[src/rtl/ctrl_seq_pkg.sv]
// ctrl_seq shared definitions: opcodes (shared with the ALU),
// FSM state codes, IR field positions and decode helpers.
package ctrl_seq_pkg;

   localparam int DW   = 8;
   localparam int NREG = 4;
   localparam int RAW  = 2;

   localparam int IR_OP_HI = 7;
   localparam int IR_OP_LO = 4;
   localparam int IR_RD_HI = 3;
   localparam int IR_RD_LO = 2;
   localparam int IR_RS_HI = 1;
   localparam int IR_RS_LO = 0;

   localparam int FLAG_Z = 1;
   localparam int FLAG_N = 0;

   typedef logic [3:0] op_t;

   localparam op_t OP_NOP   = 4'b0000;
   localparam op_t OP_ADD   = 4'b0001;
   localparam op_t OP_SUB   = 4'b0010;
   localparam op_t OP_AND   = 4'b0011;
   localparam op_t OP_OR    = 4'b0100;
   localparam op_t OP_XOR   = 4'b0101;
   localparam op_t OP_OUT   = 4'b0110;
   localparam op_t OP_IN    = 4'b0111;
   localparam op_t OP_MOV   = 4'b1000;
   localparam op_t OP_STORE = 4'b1001;
   localparam op_t OP_LDI   = 4'b1010;
   localparam op_t OP_BZ    = 4'b1011;
   localparam op_t OP_BN    = 4'b1100;
   localparam op_t OP_JMP   = 4'b1101;
   localparam op_t OP_NOP2  = 4'b1110;
   localparam op_t OP_HALT  = 4'b1111;

   typedef logic [2:0] state_t;

   localparam state_t S_FETCH    = 3'd0;
   localparam state_t S_DECODE   = 3'd1;
   localparam state_t S_EXEC     = 3'd2;
   localparam state_t S_WB       = 3'd3;
   localparam state_t S_IMM      = 3'd4;
   localparam state_t S_IN_WAIT  = 3'd5;
   localparam state_t S_OUT_WAIT = 3'd6;
   localparam state_t S_HALT     = 3'd7;

   function automatic op_t ir_op(input logic [7:0] ir);
      return ir[IR_OP_HI:IR_OP_LO];
   endfunction

   function automatic logic [RAW-1:0] ir_rd(input logic [7:0] ir);
      return ir[IR_RD_HI:IR_RD_LO];
   endfunction

   function automatic logic [RAW-1:0] ir_rs(input logic [7:0] ir);
      return ir[IR_RS_HI:IR_RS_LO];
   endfunction

   function automatic logic sets_flags(input op_t op);
      return op inside {OP_ADD, OP_SUB, OP_AND, OP_OR, OP_XOR};
   endfunction

   function automatic logic is_alu(input op_t op);
      return sets_flags(op) || op == OP_MOV;
   endfunction

   function automatic logic is_imm(input op_t op);
      return op inside {OP_LDI, OP_BZ, OP_BN, OP_JMP};
   endfunction

   function automatic logic is_nop(input op_t op);
      return op == OP_NOP || op == OP_NOP2;
   endfunction

endpackage

[src/rtl/ctrl_regfile.sv]
// 4x8 register file: two async read ports, one write port.
// Reads see the pre-write value on a same-cycle write.
module ctrl_regfile
   import ctrl_seq_pkg::*;
(
   input  logic           clk,
   input  logic           rst_n,
   input  logic           we,
   input  logic [RAW-1:0] waddr,
   input  logic [DW-1:0]  wdata,
   input  logic [RAW-1:0] raddr_a,
   output logic [DW-1:0]  rdata_a,
   input  logic [RAW-1:0] raddr_b,
   output logic [DW-1:0]  rdata_b
);

   logic [DW-1:0] regs [NREG];

   always_ff @(posedge clk or negedge rst_n) begin
      if (!rst_n) begin
         for (int i = 0; i < NREG; i++) begin
            regs[i] <= '0;
         end
      end else if (we) begin
         regs[waddr] <= wdata;
      end
   end

   assign rdata_a = regs[raddr_a];
   assign rdata_b = regs[raddr_b];

endmodule

[src/rtl/ctrl_seq.sv]
// Multi-cycle control sequencer: fetch/decode of 8-bit instructions,
// drives an external ALU, I/O handshakes and a data-memory write port.
module ctrl_seq
   import ctrl_seq_pkg::*;
#(
   parameter int IMEM_AW = 8
) (
   input  logic               clk,
   input  logic               rst_n,
   output logic [IMEM_AW-1:0] imem_addr,
   input  logic [7:0]         imem_data,
   output logic [7:0]         alu_a,
   output logic [7:0]         alu_b,
   output logic [3:0]         alu_sel,
   input  logic [7:0]         alu_y,
   input  logic [1:0]         alu_flag,
   input  logic [7:0]         in_data,
   input  logic               in_valid,
   output logic               in_ready,
   output logic [7:0]         out_data,
   output logic               out_valid,
   input  logic               out_ready,
   output logic               dmem_we,
   output logic [7:0]         dmem_addr,
   output logic [7:0]         dmem_wdata,
   output logic               halted
);

   state_t             state;
   state_t             state_nx;
   logic [IMEM_AW-1:0] pc;
   logic [IMEM_AW-1:0] pc_inc;
   logic [IMEM_AW-1:0] imm_pc;
   logic [7:0]         ir;
   logic [1:0]         flags;

   op_t                op;
   op_t                d_op;
   logic               d_exec;
   logic               take;

   logic               rf_we;
   logic [DW-1:0]      rf_wd;

   assign op     = ir_op(ir);
   assign d_op   = ir_op(imem_data);
   assign pc_inc = pc + IMEM_AW'(1);
   assign imm_pc = IMEM_AW'(imem_data);

   assign d_exec = is_alu(d_op) || d_op == OP_OUT
                || d_op == OP_STORE;

   assign take = (op == OP_BZ && flags[FLAG_Z])
              || (op == OP_BN && flags[FLAG_N])
              || op == OP_JMP;

   always_comb begin
      state_nx = state;
      case (state)
         S_FETCH: state_nx = S_DECODE;
         S_DECODE: begin
            unique case (1'b1)
               d_exec:            state_nx = S_EXEC;
               d_op == OP_IN:     state_nx = S_IN_WAIT;
               is_imm(d_op):      state_nx = S_IMM;
               d_op == OP_HALT:   state_nx = S_HALT;
               default:           state_nx = S_FETCH;
            endcase
         end
         S_EXEC: begin
            unique case (1'b1)
               is_alu(op):        state_nx = S_WB;
               op == OP_OUT:      state_nx = S_OUT_WAIT;
               default:           state_nx = S_FETCH;
            endcase
         end
         S_WB:       state_nx = S_FETCH;
         S_IMM:      state_nx = S_EXEC;
         S_IN_WAIT:  if (in_valid) state_nx = S_FETCH;
         S_OUT_WAIT: if (out_ready) state_nx = S_FETCH;
         S_HALT:     state_nx = S_HALT;
         default:    state_nx = S_FETCH;
      endcase
   end

   // ALU stays selected through WB so the result is still valid
   // when it is written back.
   always_comb begin
      alu_sel = OP_NOP;
      if (state == S_WB && is_alu(op)) begin
         alu_sel = op;
      end else if (state == S_EXEC && !is_imm(op)) begin
         alu_sel = op;
      end
   end

   always_comb begin
      rf_we = 1'b0;
      rf_wd = alu_y;
      unique case (1'b1)
         state == S_WB && is_alu(op): rf_we = 1'b1;
         state == S_IN_WAIT && in_valid: begin
            rf_we = 1'b1;
            rf_wd = in_data;
         end
         state == S_EXEC && op == OP_LDI: begin
            rf_we = 1'b1;
            rf_wd = imem_data;
         end
         default: rf_we = 1'b0;
      endcase
   end

   ctrl_regfile u_rf (
      .clk     (clk),
      .rst_n   (rst_n),
      .we      (rf_we),
      .waddr   (ir_rd(ir)),
      .wdata   (rf_wd),
      .raddr_a (ir_rd(ir)),
      .rdata_a (alu_a),
      .raddr_b (ir_rs(ir)),
      .rdata_b (alu_b)
   );

   assign imem_addr  = pc;
   assign in_ready   = state == S_IN_WAIT;
   assign out_valid  = state == S_OUT_WAIT;
   assign halted     = state == S_HALT;
   assign dmem_we    = state == S_EXEC && op == OP_STORE;
   assign dmem_addr  = alu_b;
   assign dmem_wdata = alu_y;

   always_ff @(posedge clk or negedge rst_n) begin
      if (!rst_n) begin
         state    <= S_FETCH;
         pc       <= '0;
         ir       <= '0;
         flags    <= '0;
         out_data <= '0;
      end else begin
         state <= state_nx;
         if (state == S_DECODE) begin
            ir <= imem_data;
            pc <= pc_inc;
         end
         if (state == S_EXEC && is_imm(op)) begin
            pc <= take ? imm_pc : pc_inc;
         end
         if (state == S_EXEC && op == OP_OUT) begin
            out_data <= alu_y;
         end
         if (state == S_WB && sets_flags(op)) begin
            flags <= alu_flag;
         end
      end
   end

endmodule

[config.mk]
export PLATFORM = sky130hd
export DESIGN_NAME = ctrl_seq
export DESIGN_NICKNAME = d
export VERILOG_FILES = /design/src/rtl/ctrl_seq_pkg.sv /design/src/rtl/ctrl_regfile.sv /design/src/rtl/ctrl_seq.sv
export SDC_FILE = /design/constraint.sdc
export NUM_CORES = 1
export LEC_CHECK = 0
export BUFFER_PORTS_ARGS = -buffer_cell sky130_fd_sc_hd__clkbuf_2
export CORE_ASPECT_RATIO = 1.75
export CORE_MARGIN = 2
export CORE_UTILIZATION = 50
export CTS_BUF_LIST = sky130_fd_sc_hd__clkbuf_2 sky130_fd_sc_hd__clkbuf_4 sky130_fd_sc_hd__clkbuf_8
export CTS_CLUSTER_DIAMETER = 60
export DETAILED_ROUTE_END_ITERATION = 7
export PLACE_DENSITY = 0.76
export SYNTH_ARGS = -nofsm -noshare
export SYNTH_HDL_FRONTEND = slang
export SYNTH_SLANG_ARGS = --single-unit
[constraint.sdc]
create_clock -name clk -period 2.1 [get_ports clk]
set_input_delay 0.42 -clock clk [delete_from_list [all_inputs] [get_ports clk]]
set_output_delay 0.42 -clock clk [all_outputs]
set_load 0.01 [all_outputs]
# Word level (Yosys, flattened, before mapping)
# Index checks and enable logic that the tools add are counted.
# classes
add_sub_neg	1
mul	0
div_mod_pow	0
n_lt_le_gt_ge	3
eq_ne	35
shifts	0
muxes	21
bitwise_logic	2
n_reduce_logical	26
# ops
cell	count
2-to-1 mux 8 bit	8
== test 4 bit, second input constant	13
binary-select mux 8 bit (select 2 bit)	2
bitwise mux 32 bit	1
== test 4 x 3 -> 1 bit, second input constant	7
case mux 3 bit (8 select lines)	1
demux 8 bit (select 2 bit)	1
== test 4 x 2 -> 1 bit, second input constant	4
case mux 8 bit (2 select lines)	1
== test 3 bit, second input constant	4
case mux 3 bit (4 select lines)	1
logical AND 1 bit	11
nonzero test 5 bit	2
adder 8 x 1 -> 8 bit, second input constant	1
== test 4 x 1 -> 1 bit, second input constant	2
2-to-1 mux 4 bit	2
nonzero test 4 bit	2
== test 3 x 2 -> 1 bit, second input constant	2
>= comparator 3 bit, second input constant	2
logical OR 1 bit	6
2-to-1 mux 3 bit	2
inverter 2 -> 3 bit	2
case mux 3 bit (2 select lines)	1
== test 3 x 1 -> 1 bit, second input constant	1
other kinds (9)	9
# word_totals
reg_bits	61
latchBits	0
mem_bits_rw	0
mem_bits_ro	0
inputBits	30
output_inout_bits	56
elab_cells	97
memories	0

# Logic depth before layout (Yosys ltp)
# Gate-level depths: netlist of the first run.
# depth
depth_word	7
depth_mapped	7
depth_no_buf	6

# Cells and area by module
# Synthesis of the first run repeated with hierarchy kept, for this count alone.
# hier_totals
hier_cells	291
area_unflattened_um2	3534.6
# by_module_without_submodules
module	n_inst	cells_each	area_per_inst_um2	seq_area_each_um2
ctrl_seq	1	203	1944.4	725.7
ctrl_regfile	1	88	1590.3	800.8

# Worst setup path after synthesis of the first run
# OpenSTA, ideal clock, no wires.
# synth_timing
path_type	reg2reg
from	register ir[4]
to	register u_rf.regs[0] in the netlist's numbering
setup_time_ps	125
t_arrival_ps	1899
t_required_ps	1975
setup_slack_ps	77
stages_incl_launch_ff	7
path_buffers	1
synth_period_minus_slack_ps	2023
cell_sequence	dfrtp_1 buf_6 or2_0 a211o_1 o211a_4 o211ai_4 mux2_2
# synth_between
elab_chain_len	6
elab_cells_between_ends	15
cone_classes	eq/ne (7); mux (3); reduce/logical (5)
# synth_rtl
item	line_no	text
start, declared	ctrl_seq.sv:34	logic [7:0] ir;
start signal, assigned	ctrl_seq.sv:144	ir <= imem_data;
== test 4 x 1 -> 1 bit (tied with other cells)	ctrl_seq_pkg.sv:62	return op inside {OP_ADD, OP_SUB, OP_AND, OP_OR, OP_XOR};
nonzero test 5 bit	ctrl_seq_pkg.sv:62	
logical OR 1 bit	ctrl_seq_pkg.sv:66	return sets_flags(op) || op == OP_MOV;
logical AND 1 bit	ctrl_seq.sv:101	state == S_WB && is_alu(op): rf_we = 1'b1;
OR reduction 3 bit (no source line)	n/a	
2-to-1 mux 1 bit	ctrl_seq.sv:100	unique case (1'b1)
end signal, assigned by index	ctrl_regfile.sv:25	regs[waddr] <= wdata;
end, declared	ctrl_regfile.sv:17	logic [DW-1:0] regs [NREG];
# Parallel ways exist; a longest one is shown, timed or not.
# A chain may end at the register's enable or synchronous reset.

# Final worst setup path of the first run
# layout_timing
from	register ir[6]
to	register u_rf.regs[1] in the netlist's numbering
# The elaborated chain is that of the path after synthesis.

==> results of run 1 <==
==> what timing repair did <==
| item | CTS | global route |
|---|---|---|
| pin swaps | 0 | 1 |
| endpoints found under the setup margin | 21 | 55 |
| gates resized for setup | 4 | 11 |
| buffers inserted | 0 | 2 |
==> layout make-up <==
cell class / count / area (µm²)
fillers: 539 / 2490
multi-input cells: 201 / 1880
flip-flops and latches: 61 / 1540
repair buffers: 105 / 613
clock buffers: 11 / 145
clock inverters: 4 / 120
well taps: 84 / 105
inverters: 3 / 11.3
==> flip-flops by register name, indices dropped and copies added, names as in the netlist <==
register and count:
out_data 8, imem_addr 8, u_rf.regs 32, ir 8
flags 2, state 3
==> through the flow <==
| stage | area [µm²] | setup slack, ps | power (W) |
|---|---|---|---|
| after floorplan | 3580 | 76.7 | 0.00127 |
| after global placement | 4090 | 65.6 | 0.00135 |
| after detailed placement | 4090 | 30.5 | 0.00135 |
| after CTS | 4360 | 5.93 | 0.00276 |
| after global routing | 4410 | -15.3 | 0.00282 |
| final | 4410 | 42.8 | 0.00275 |
==> critical path: cells and delay by family (launching register included) <==
family | cells | cell delay (ps)
AO/OA/AOI/OAI | 3 | 710
AND/OR/NAND/NOR | 1 | 230
buffers and inverters | 2 | 340
flip-flops | 1 | 390
multiplexers | 1 | 270
==> logic make-up (layout without fill, tap and decap cells) <==
family / count (synthesis) / after routing / share of synthesized area
AOI/OAI and AO/OA: 52 / 52 / 0.114
xor gates and xnor gates: 4 / 4 / 0.00979
adders and majority gates: 1 / 1 / 0.00349
buffers and inverters: 35 / 123 / 0.0584
DFF: 61 / 61 / 0.426
muxes: 70 / 70 / 0.269
and+or+nand+nor: 74 / 74 / 0.119
==> final timing paths <==
check / start / endpoint / slack [ps] / cells after the start
hold reg to reg: out_data[0]$_DFFE_PN0P_ / out_data[0]$_DFFE_PN0P_ / 500 / 1
hold / removal: rst_n / imem_addr[3]$_DFFE_PN0P_ / 60 / 2
setup reg to reg: ir[6]$_DFFE_PN0P_ / u_rf.regs[1]$_DFFE_PN0P_ / 40 / 7
min in group clk: alu_flag[0] / flags[0]$_DFFE_PN0P_ / 300 / 2
setup / recovery: ir[6]$_DFFE_PN0P_ / u_rf.regs[1]$_DFFE_PN0P_ / 40 / 7
max in group asynchronous: rst_n / state[1]$_DFFE_PN0P_ / 1730 / 2
==> power by group <==
| part | total (W) | switching, W | internal [W] | leakage (nW) |
|---|---|---|---|---|
| registers | 0.00119 | 0.00000686 | 0.00118 | 0.782 |
| logic | 0.000138 | 0.0000844 | 0.0000534 | 1.30 |
| clock network | 0.00142 | 0.000471 | 0.000948 | 0.133 |
==> layout by cell type (no fill, tap or decap), types with 8 or more instances in the layout <==
| master | count |
|---|---|
| a21o_1 | 11 |
| a21oi_1 | 12 |
| a22o_1 | 8 |
| buf_4 | 17 |
| clkbuf_2 | 85 |
| clkbuf_8 | 10 |
| dfrtp_1 | 56 |
| mux2_2 | 50 |
| mux4_2 | 16 |
| nand2_1 | 15 |
| nor2_1 | 12 |
==> layer usage <==
metal	GRT usage	up-vias
met2	0.428	87
met5	0	-
met3	0.0330	28
met4	0.145	0
li1	-	1252
met1	0.289	1378
==> key figures, run 1 <==
Outcome
  • Run status: complete, no violations

Cells and area
  • Layout Nets: 412
  • Non-Filler Instances: ~470
  • Share of layout cells above drive strength 1: 0.535
  • Area grow syn2layout: 23.2%
  • # diodes: 0
  • Post-Route Utilization: 0.639

Flow run
  • Max-cap viol count: 0

STA
  • Fin Setup TNS: 0 ps
  • Worst-Margin Slew: around 510 ps
  • Fin Hold WS: 58.4 ps
  • Hold violation count in the final report: 0
  • Minimum clock period: just over 2000 ps
  • Tcrit/Tclk final: 0.980
  • # setup viols final: 0
  • Max-slew violations: 0
  • Fmax achieved: 486 MHz
  • Relative slew slack: 0.657
  • Skew final: 7.65 ps

Synthesis
  • Post-Syn Area per Cell: about 12 µm²
  • Cell count after synthesis: 297
  • Post-synthesis sequential area ratio: 0.426
  • Top-area cell type share of the netlist area: 0.426
  • Netlist cell types: 46
  • Synthesized flop and latch total: between 60 and 70
  • Synth warn: 0
  • Main flop type after synthesis: dfrtp_1
  • Syn Nets: 328
  • Asr flop ratio synth: 1.00
  • Number of synthesized flops with an enable pin: 0
  • Mapped Area: between 3000 and 4000 µm²
  • Most common cell in the netlist: dfrtp_1
  • Synth area leader: dfrtp_1
  • Post-synth top cells: 61 x dfrtp_1, 50 x mux2_2, 17 x buf_4
  • Leading post-synthesis cells by cell area: dfrtp_1 43%, mux2_2 16%, mux4_2 10%, buf_4 3.6%, a21o_1 2.3%

Route
  • Number of remaining DRC errors: 0
  • Drt total wl: 8840 µm
  • Post-Route M1 WL: 3260 µm
  • Met2 routed WL: between 4000 and 5000 µm
  • Top Metal Used: met4
  • Iter 0 DRT Violations: 163
  • Post-DRT Antenna Nets: 0
  • Pre-antenna DRT Iters: 4
  • Via/cell ratio: 5.85
  • Met3 WL: 402 µm
  • Vias: 2,745
  • Wire per inst: 18.9 µm

Setup path
  • Crit path max fanout: 8
  • Slowest stage cell, crit path: dfrtp_1
  • Critical path, cell by cell: buf_4 > nand2b_1 > o21ai_0 > o211a_4 > o211ai_4 > buf_4 > mux2_2
  • Data arrival, critical path: 2290 ps
  • CP dominant cell by count: buf_4
  • CP required: 2340 ps
  • CP startpoint kind: flop
  • Crit path capture type: flop
  • CP Class: flop to flop
  • Worst path max stage delay: 390 ps

Die
  • Core Area: about 6900 µm²
  • Die Ht: 116 µm
  • Die area: 7880 µm²
  • Ports: 86
  • Initial core utilization: 0.518
  • Die W: 68.0 µm
  • Row count: 40

Clock network
  • Clock-pin slew on the worst setup and hold paths: approximately 70 ps
  • CTS root buf: clkbuf_8
  • Hold-fix buffers, CTS: 0
  • Clock Latency Late Sink: 360 ps
  • H-tree levels: 3
  • CTS sink count: 61
  • Clock buffer depth: 2
  • Clock buffer count from CTS: 9
  • TritonCTS clock tree: done

GRT
  • All-layer global routing usage: 0.249
  • Global-route wire length before repair: 14,200 µm
  • Number of global-route vias before repair: 2,856
  • GR Overflow Total: 0
  • Initial antenna violation count: 0
  • Largest net degree at the start of global routing: 62

Placed design
  • Placed instance count: 452
  • Port buffer count: 85
  • Detailed placement HPWL: 6540 µm
  • GP Congestion: 0.887

Power
  • Worst vdd ir: 0.000433 V
  • Leak: 2.22 nW
  • Power Dens Cells: 623 nW/µm²

Hold path
  • Worst hold path type: primary input to asynchronous set/reset pin
Note: power is estimated with default switching activity, not from simulation.
==> run 2, diff against run 1 <==
--- a/config.mk
+++ b/config.mk
@@ -12,7 +12,9 @@
 export CTS_BUF_LIST = sky130_fd_sc_hd__clkbuf_2 sky130_fd_sc_hd__clkbuf_4 sky130_fd_sc_hd__clkbuf_8
 export CTS_CLUSTER_DIAMETER = 60
 export DETAILED_ROUTE_END_ITERATION = 7
+export MAX_ROUTING_LAYER = met4
 export PLACE_DENSITY = 0.76
 export SYNTH_ARGS = -nofsm -noshare
 export SYNTH_HDL_FRONTEND = slang
+export SYNTH_HIERARCHICAL = 1
 export SYNTH_SLANG_ARGS = --single-unit
==> key figures, run 2 <==
Outcome
  • Run status: complete, no violations

STA
  • Worst-Margin Slew: 612 ps (+103 ps)
  • Skew final: 4.06 ps (-3.59 ps)
  • Minimum clock period: 2030 ps (-25.6 ps)
  • Relative slew slack: 0.592 (-0.0653)
  • Max-slew violations: 0 (unchanged)
  • Hold violation count in the final report: 0 (unchanged)
  • # setup viols final: 0 (unchanged)
  • Tcrit/Tclk final: 0.967 (-0.0122)
  • RSZ-0062 raised after global routing: no
  • Fmax achieved: 492 MHz (+1.3%)

Setup path
  • Crit path max fanout: 12 (+4)
  • CP Class: flop to output pin
  • Data arrival, critical path: 1610 ps (-680 ps)
  • CP startpoint kind: flop
  • Crit path capture type: output pin
  • CP required: 1680 ps (-660 ps)

GRT
  • All-layer global routing usage: 0.251 (+0.00194)
  • Initial antenna violation count: 0 (unchanged)
  • Number of global-route vias before repair: 2,789 (-2.3%)
  • Global-route wire length before repair: 13,900 µm (-2.2%)
  • Largest net degree at the start of global routing: 31 (-50%)
  • GR Overflow Total: 0 (unchanged)

Die
  • Die area: 7780 µm² (-1.2%)
  • Initial core utilization: 0.516 (-0.00279)
  • Row count: 40 (unchanged)
  • Die W: 67.6 µm (-0.60%)
  • Ports: 86 (unchanged)
  • Die Ht: 115 µm (-0.61%)
  • Core Area: 6860 µm² (-0.72%)

Cells and area
  • # diodes: 0 (unchanged)
  • Area grow syn2layout: 20.4%
  • Most frequent cells in the layout: 84 x clkbuf_2, 58 x dfrtp_1, 50 x mux2_2, 23 x nand2_1, 17 x buf_4
  • Largest Register: u_rf/regs
  • Share of layout cells above drive strength 1: 0.540 (+0.00462)
  • Leading cell type in the layout, fill and taps excluded: clkbuf_2
  • Largest register FFs: 32 (unchanged)
  • Post-Route Utilization: 0.621 (-0.0181)
  • Design area: 4260 µm² (-3.5%)
  • Layout Nets: 405 (-1.7%)

Route
  • Vias: 2,689 (-2.0%)
  • Iter 0 DRT Violations: 184 (+13%)
  • Wire per inst: 18.3 µm (-2.9%)
  • Pre-antenna DRT Iters: 4 (unchanged)
  • Drt total wl: 8460 µm (-4.4%)
  • Post-DRT Antenna Nets: 0 (unchanged)
  • Via/cell ratio: 5.82 (-0.56%)
  • Number of remaining DRC errors: 0 (unchanged)

Flow run
  • Max-cap viol count: 0 (unchanged)

Clock network
  • Clock buffer depth: 2 (unchanged)
  • Hold-fix buffers, CTS: 0 (unchanged)
  • Clock Latency Late Sink: 340 ps (-20 ps)
  • Clock buffer count from CTS: 9 (unchanged)
  • CTS root buf: clkbuf_8
  • TritonCTS clock tree: done
  • H-tree levels: 3 (unchanged)
  • Clock-pin slew on the worst setup and hold paths: 60 ps (about the same)
  • CTS sink count: 61 (unchanged)

Power
  • Leak: 2.07 nW (-6.7%)
  • Worst vdd ir: 0.000761 V (+76%)
  • Power Dens Cells: 1570 nW/µm² (+150%)

Synthesis
  • Syn Nets: 322 (-1.8%)
  • Cell count after synthesis: 291 (-2.0%)
  • Top-area cell type share of the netlist area: 0.432 (+0.00543)
  • Synth warn: 6 (+6)
  • Number of synthesized flops with an enable pin: 0 (unchanged)
  • Main flop type after synthesis: dfrtp_1
  • Asr flop ratio synth: 1.00 (unchanged)
  • Synthesized flop and latch total: 61 (unchanged)
  • Post-Syn Area per Cell: 12.1 µm² (+0.78%)
  • Netlist cell types: 46 (unchanged)
  • Post-synth top cells: 61 x dfrtp_1, 51 x mux2_2, 23 x nand2_1
  • Most common cell in the netlist: dfrtp_1
  • Leading post-synthesis cells by cell area: dfrtp_1 43%, mux2_2 16%, mux4_2 10%, buf_4 3.8%, nand2_1 2.4%
  • Post-synthesis sequential area ratio: 0.432 (+0.00543)
  • Mapped Area: 3530 µm² (-1.3%)
  • Synth area leader: dfrtp_1

Placed design
  • Detailed placement HPWL: 6560 µm (+0.31%)
  • Port buffer count: 85 (unchanged)
  • GP Congestion: 0.938 (+5.7%)
  • Placed cell area: 4030 µm² (-1.3%)

Hold path
  • Worst hold path type: primary input to asynchronous set/reset pin
## run 2: worst paths after layout
path | startpoint | to | slack (ps) | cells past startpoint
setup / recovery | ir[5]$_DFFE_PN0P_ | alu_sel[0] | 70 | 5
hold / removal | rst_n | out_data[5]$_DFFE_PN0P_ | 80 | 1
setup reg to reg | state[2]$_DFFE_PN0P_ | u_rf/regs[21]$_DFFE_PN0P_ | 80 | 7
hold reg to reg | out_data[2]$_DFFE_PN0P_ | out_data[2]$_DFFE_PN0P_ | 510 | 1
max in group asynchronous | rst_n | ir[0]$_DFFE_PN0P_ | 1410 | 2
min in group clk | alu_flag[1] | flags[1]$_DFFE_PN0P_ | 310 | 2
## run 2: stage by stage
step                      hold WS [ps]  std cells  setup TNS, ps  worst slack [ps]  power, W
final                             84.3        462              0              68.4   0.00669
after global routing               114        462              0              6.54   0.00719
after CTS                         81.6        462          -47.3             -26.2   0.00672
after detailed placement           462        445              0               103   0.00572
after global placement             451        445              0               175   0.00558
after floorplan                    124        291           -380             -52.9   0.00471
## run 2: area by class of cell
type | instances | area (µm²)
well taps | 84 | 105
repair buffers | 105 | 596
clock buffers | 13 | 160
inverters | 5 | 18.8
flip-flops and latches | 61 | 1530
multi-input cells | 192 | 1830
fillers | 562 | 2600
clock inverters | 2 | 10.0
## run 2: where the power goes
part           switching [W]  internal, W
clock network       0.000422     0.000490
logic                0.00162      0.00184
registers           0.000573      0.00175
## run 2: cell families after synthesis
family | count (synthesis) | share of synthesized area
AND/OR/NAND/NOR | 67 | 0.116
adder cells (fa/ha/maj) | 1 | 0.00354
buffers and inverters | 38 | 0.0627
XOR/XNOR | 4 | 0.0120
AO/OA/AOI/OAI | 46 | 0.0892
multiplexers | 74 | 0.284
flip-flops | 61 | 0.432
## run 2: repair_timing
item                                    in CTS  in global routing
pin swaps                                    0                  1
gates resized for setup                      4                  6
endpoints found under the setup margin      20                 15
hold endpoints to repair                     0                  0
buffers inserted                             2                  0
## run 2: layer usage
metal	share of wire	vias to the layer above	routed length [µm]	GRT usage
met5	0	-	0	-
met4	0.031	0	263	0.127
met3	0.045	18	384	0.0568
met2	0.55	98	4660	0.413
met1	0.37	1339	3150	0.279
li1	-	1234	-	-
## run 2: critical path, cell delays in order (launching register included)
cell	delay, ps
dfrtp_2	440
buf_6	170
xor2_4	220
nor2_1	90
o211a_1	230
clkbuf_2	130
==> run 3, diff against run 2 <==
--- a/config.mk
+++ b/config.mk
@@ -5,7 +5,7 @@
 export SDC_FILE = /design/constraint.sdc
 export NUM_CORES = 1
 export LEC_CHECK = 0
-export BUFFER_PORTS_ARGS = -buffer_cell sky130_fd_sc_hd__clkbuf_2
+export BUFFER_PORTS_ARGS = -buffer_cell sky130_fd_sc_hd__buf_4
 export CORE_ASPECT_RATIO = 1.75
 export CORE_MARGIN = 2
 export CORE_UTILIZATION = 50
==> key figures, run 3 (same netlist as run 2, synthesis figures left out) <==
STA
  • Fin Hold WS: 145 ps (+60.7 ps)
  • Worst-Margin Slew: 790 ps (+178 ps)
  • # setup viols final: 0 (unchanged)
  • Hold violation count in the final report: 0 (unchanged)
  • Tcrit/Tclk final: 0.989 (+0.0218)
  • Fmax achieved: 481 MHz (-2.2%)
  • RSZ-0062 raised after global routing: yes
  • Skew final: 6.02 ps (+1.97 ps)
  • Minimum clock period: 2080 ps (+45.9 ps)
  • Slack of the critical path: 22.5 ps (-45.9 ps)
  • Relative slew slack: 0.473 (-0.119)
  • Max-slew violations: 0 (unchanged)

Route
  • Post-DRT Antenna Nets: 0 (unchanged)
  • Vias: 2,715 (+0.97%)
  • Drt total wl: 9030 µm (+6.8%)
  • Iter 0 DRT Violations: 254 (+38%)
  • Via/cell ratio: 5.84 (+0.32%)
  • Pre-antenna DRT Iters: 4 (unchanged)
  • Wire per inst: 19.4 µm (+6.1%)
  • Number of remaining DRC errors: 0 (unchanged)

Power
  • Worst vdd ir: 0.000813 V (+6.8%)
  • Leak: 2.19 nW (+5.9%)
  • Power Dens Cells: 1650 nW/µm² (+5.1%)
  • Tot Pwr: 0.00757 W (+13%)

Setup path
  • CP startpoint kind: flop
  • CP Class: flop to output pin
  • Data arrival, critical path: 1660 ps (+50 ps)
  • Slowest stage cell, crit path: mux4_2
  • FF-to-FF setup slack: 110 ps (+30 ps)
  • Crit path capture type: output pin
  • CP required: 1680 ps (about the same)
  • Critical path, cell by cell: mux4_2 > buf_4
  • Crit path max fanout: 9 (-3)
  • Worst path max stage delay: 590 ps (+150 ps)

Cells and area
  • Layout Nets: 407 (+0.49%)
  • Largest Register: u_rf/regs
  • Share of layout cells above drive strength 1: 0.551 (+0.0115)
  • Largest register FFs: 32 (unchanged)
  • Area grow syn2layout: 29.5%
  • Design area: 4580 µm² (+7.6%)
  • Seq. cell area: 1540 µm² (+0.16%)
  • Multi-input gate area: 1860 µm² (+1.5%)
  • Most frequent cells in the layout: 105 x buf_4, 56 x dfrtp_1, 50 x mux2_2, 23 x nand2_1, 16 x mux4_2
  • Leading cell type in the layout, fill and taps excluded: buf_4
  • # diodes: 0 (unchanged)
  • Fill cell count: 507 (-9.8%)

GRT
  • Initial antenna violation count: 0 (unchanged)
  • GR Overflow Total: 0 (unchanged)
  • Largest net degree at the start of global routing: 62 (+100%)
  • All-layer global routing usage: 0.262 (+0.0106)
  • Number of global-route vias before repair: 2,783 (-0.22%)
  • Global-route wire length before repair: 14,200 µm (+2.3%)

Clock network
  • CTS sink count: 61 (unchanged)
  • Clock buffer depth: 2 (unchanged)
  • Clock-pin slew on the worst setup and hold paths: 70 ps (about the same)
  • CTS root buf: clkbuf_8
  • Clock Latency Late Sink: 350 ps (about the same)
  • Hold-fix buffers, CTS: 0 (unchanged)
  • TritonCTS clock tree: done
  • H-tree levels: 3 (unchanged)
  • Clock buffer count from CTS: 9 (unchanged)

Die
  • Ports: 86 (unchanged)
  • Row count: 40 (unchanged)
  • Die area: 7780 µm² (unchanged)
  • Core Area: 6860 µm² (unchanged)
  • Die Ht: 115 µm (unchanged)
  • Initial core utilization: 0.516 (unchanged)
  • Die W: 67.6 µm (unchanged)

Flow run
  • Max-cap viol count: 0 (unchanged)

Placed design
  • Port buffer count: 85 (unchanged)
  • Detailed placement HPWL: 6600 µm (+0.52%)
  • Placed cell area: 4230 µm² (+5.0%)
  • Pre-CTS setup slack: 97.4 ps (-5.71 ps)
  • GP Congestion: 0.942 (+0.42%)

Hold path
  • Worst hold path type: primary input to asynchronous set/reset pin

Outcome
  • Run status: complete, no violations
## run 3: timing repair
action,CTS,global route
endpoints found under the hold margin,0,0
buffers inserted,3,1
pin swaps,0,3
gates resized for setup,8,7
setup endpoints to repair,27,40
## run 3: path summary, 6_finish.rpt
path                                               from                         to  depth (start not counted)
worst min register to register  out_data[1]$_DFFE_PN0P_    out_data[1]$_DFFE_PN0P_                          1
min in group clk                            alu_flag[0]       flags[0]$_DFFE_PN0P_                          2
worst max register to register     state[2]$_DFFE_PN0P_  u_rf/regs[30]$_DFFE_PN0P_                          7
worst min-delay path                              rst_n  u_rf/regs[30]$_DFFE_PN0P_                          1
worst max-delay path                  ir[0]$_DFFE_PN0P_               dmem_addr[7]                          2
max in group asynchronous                         rst_n          ir[2]$_DFFE_PN0P_                          1
## run 3: report_power, final
group,switching (W),internal (W)
sequential,0.000629,0.00175
clock,0.000471,0.000846
combinational,0.00165,0.00222
## run 3: layer usage
metal  routed length [µm]  up-vias  track usage
met5                    0        -            -
met1                 3180     1373        0.273
met2                 5150       88        0.459
li1                     -     1238            -
met4                  274        0        0.124
met3                  426       16       0.0489
## run 3: stage by stage
step / TNS (ps) / utilization / std cells
6_report: 0 / 0.668 / 465
2_1_floorplan: -380 / - / 291
3_3_place_gp: 0 / 0.617 / 445
3_5_place_dp: 0 / 0.617 / 445
4_1_cts: 0 / 0.661 / 464
5_1_grt: -132 / 0.668 / 465
## run 3: cell type report
cell class,instances,area share
multi-input combinational,192,0.406
clock inverter,4,0.0208
tap,84,0.0230
inverter,5,0.00410
timing repair buffer,107,0.177
sequential,61,0.335
clock buffer,12,0.0333
## run 3: worst max-delay path: cells and delay by family, from the launching register on
family / cells / cell delay, ps
multiplexers: 1 / 590
flip-flops: 1 / 550
buffers and inverters: 1 / 170
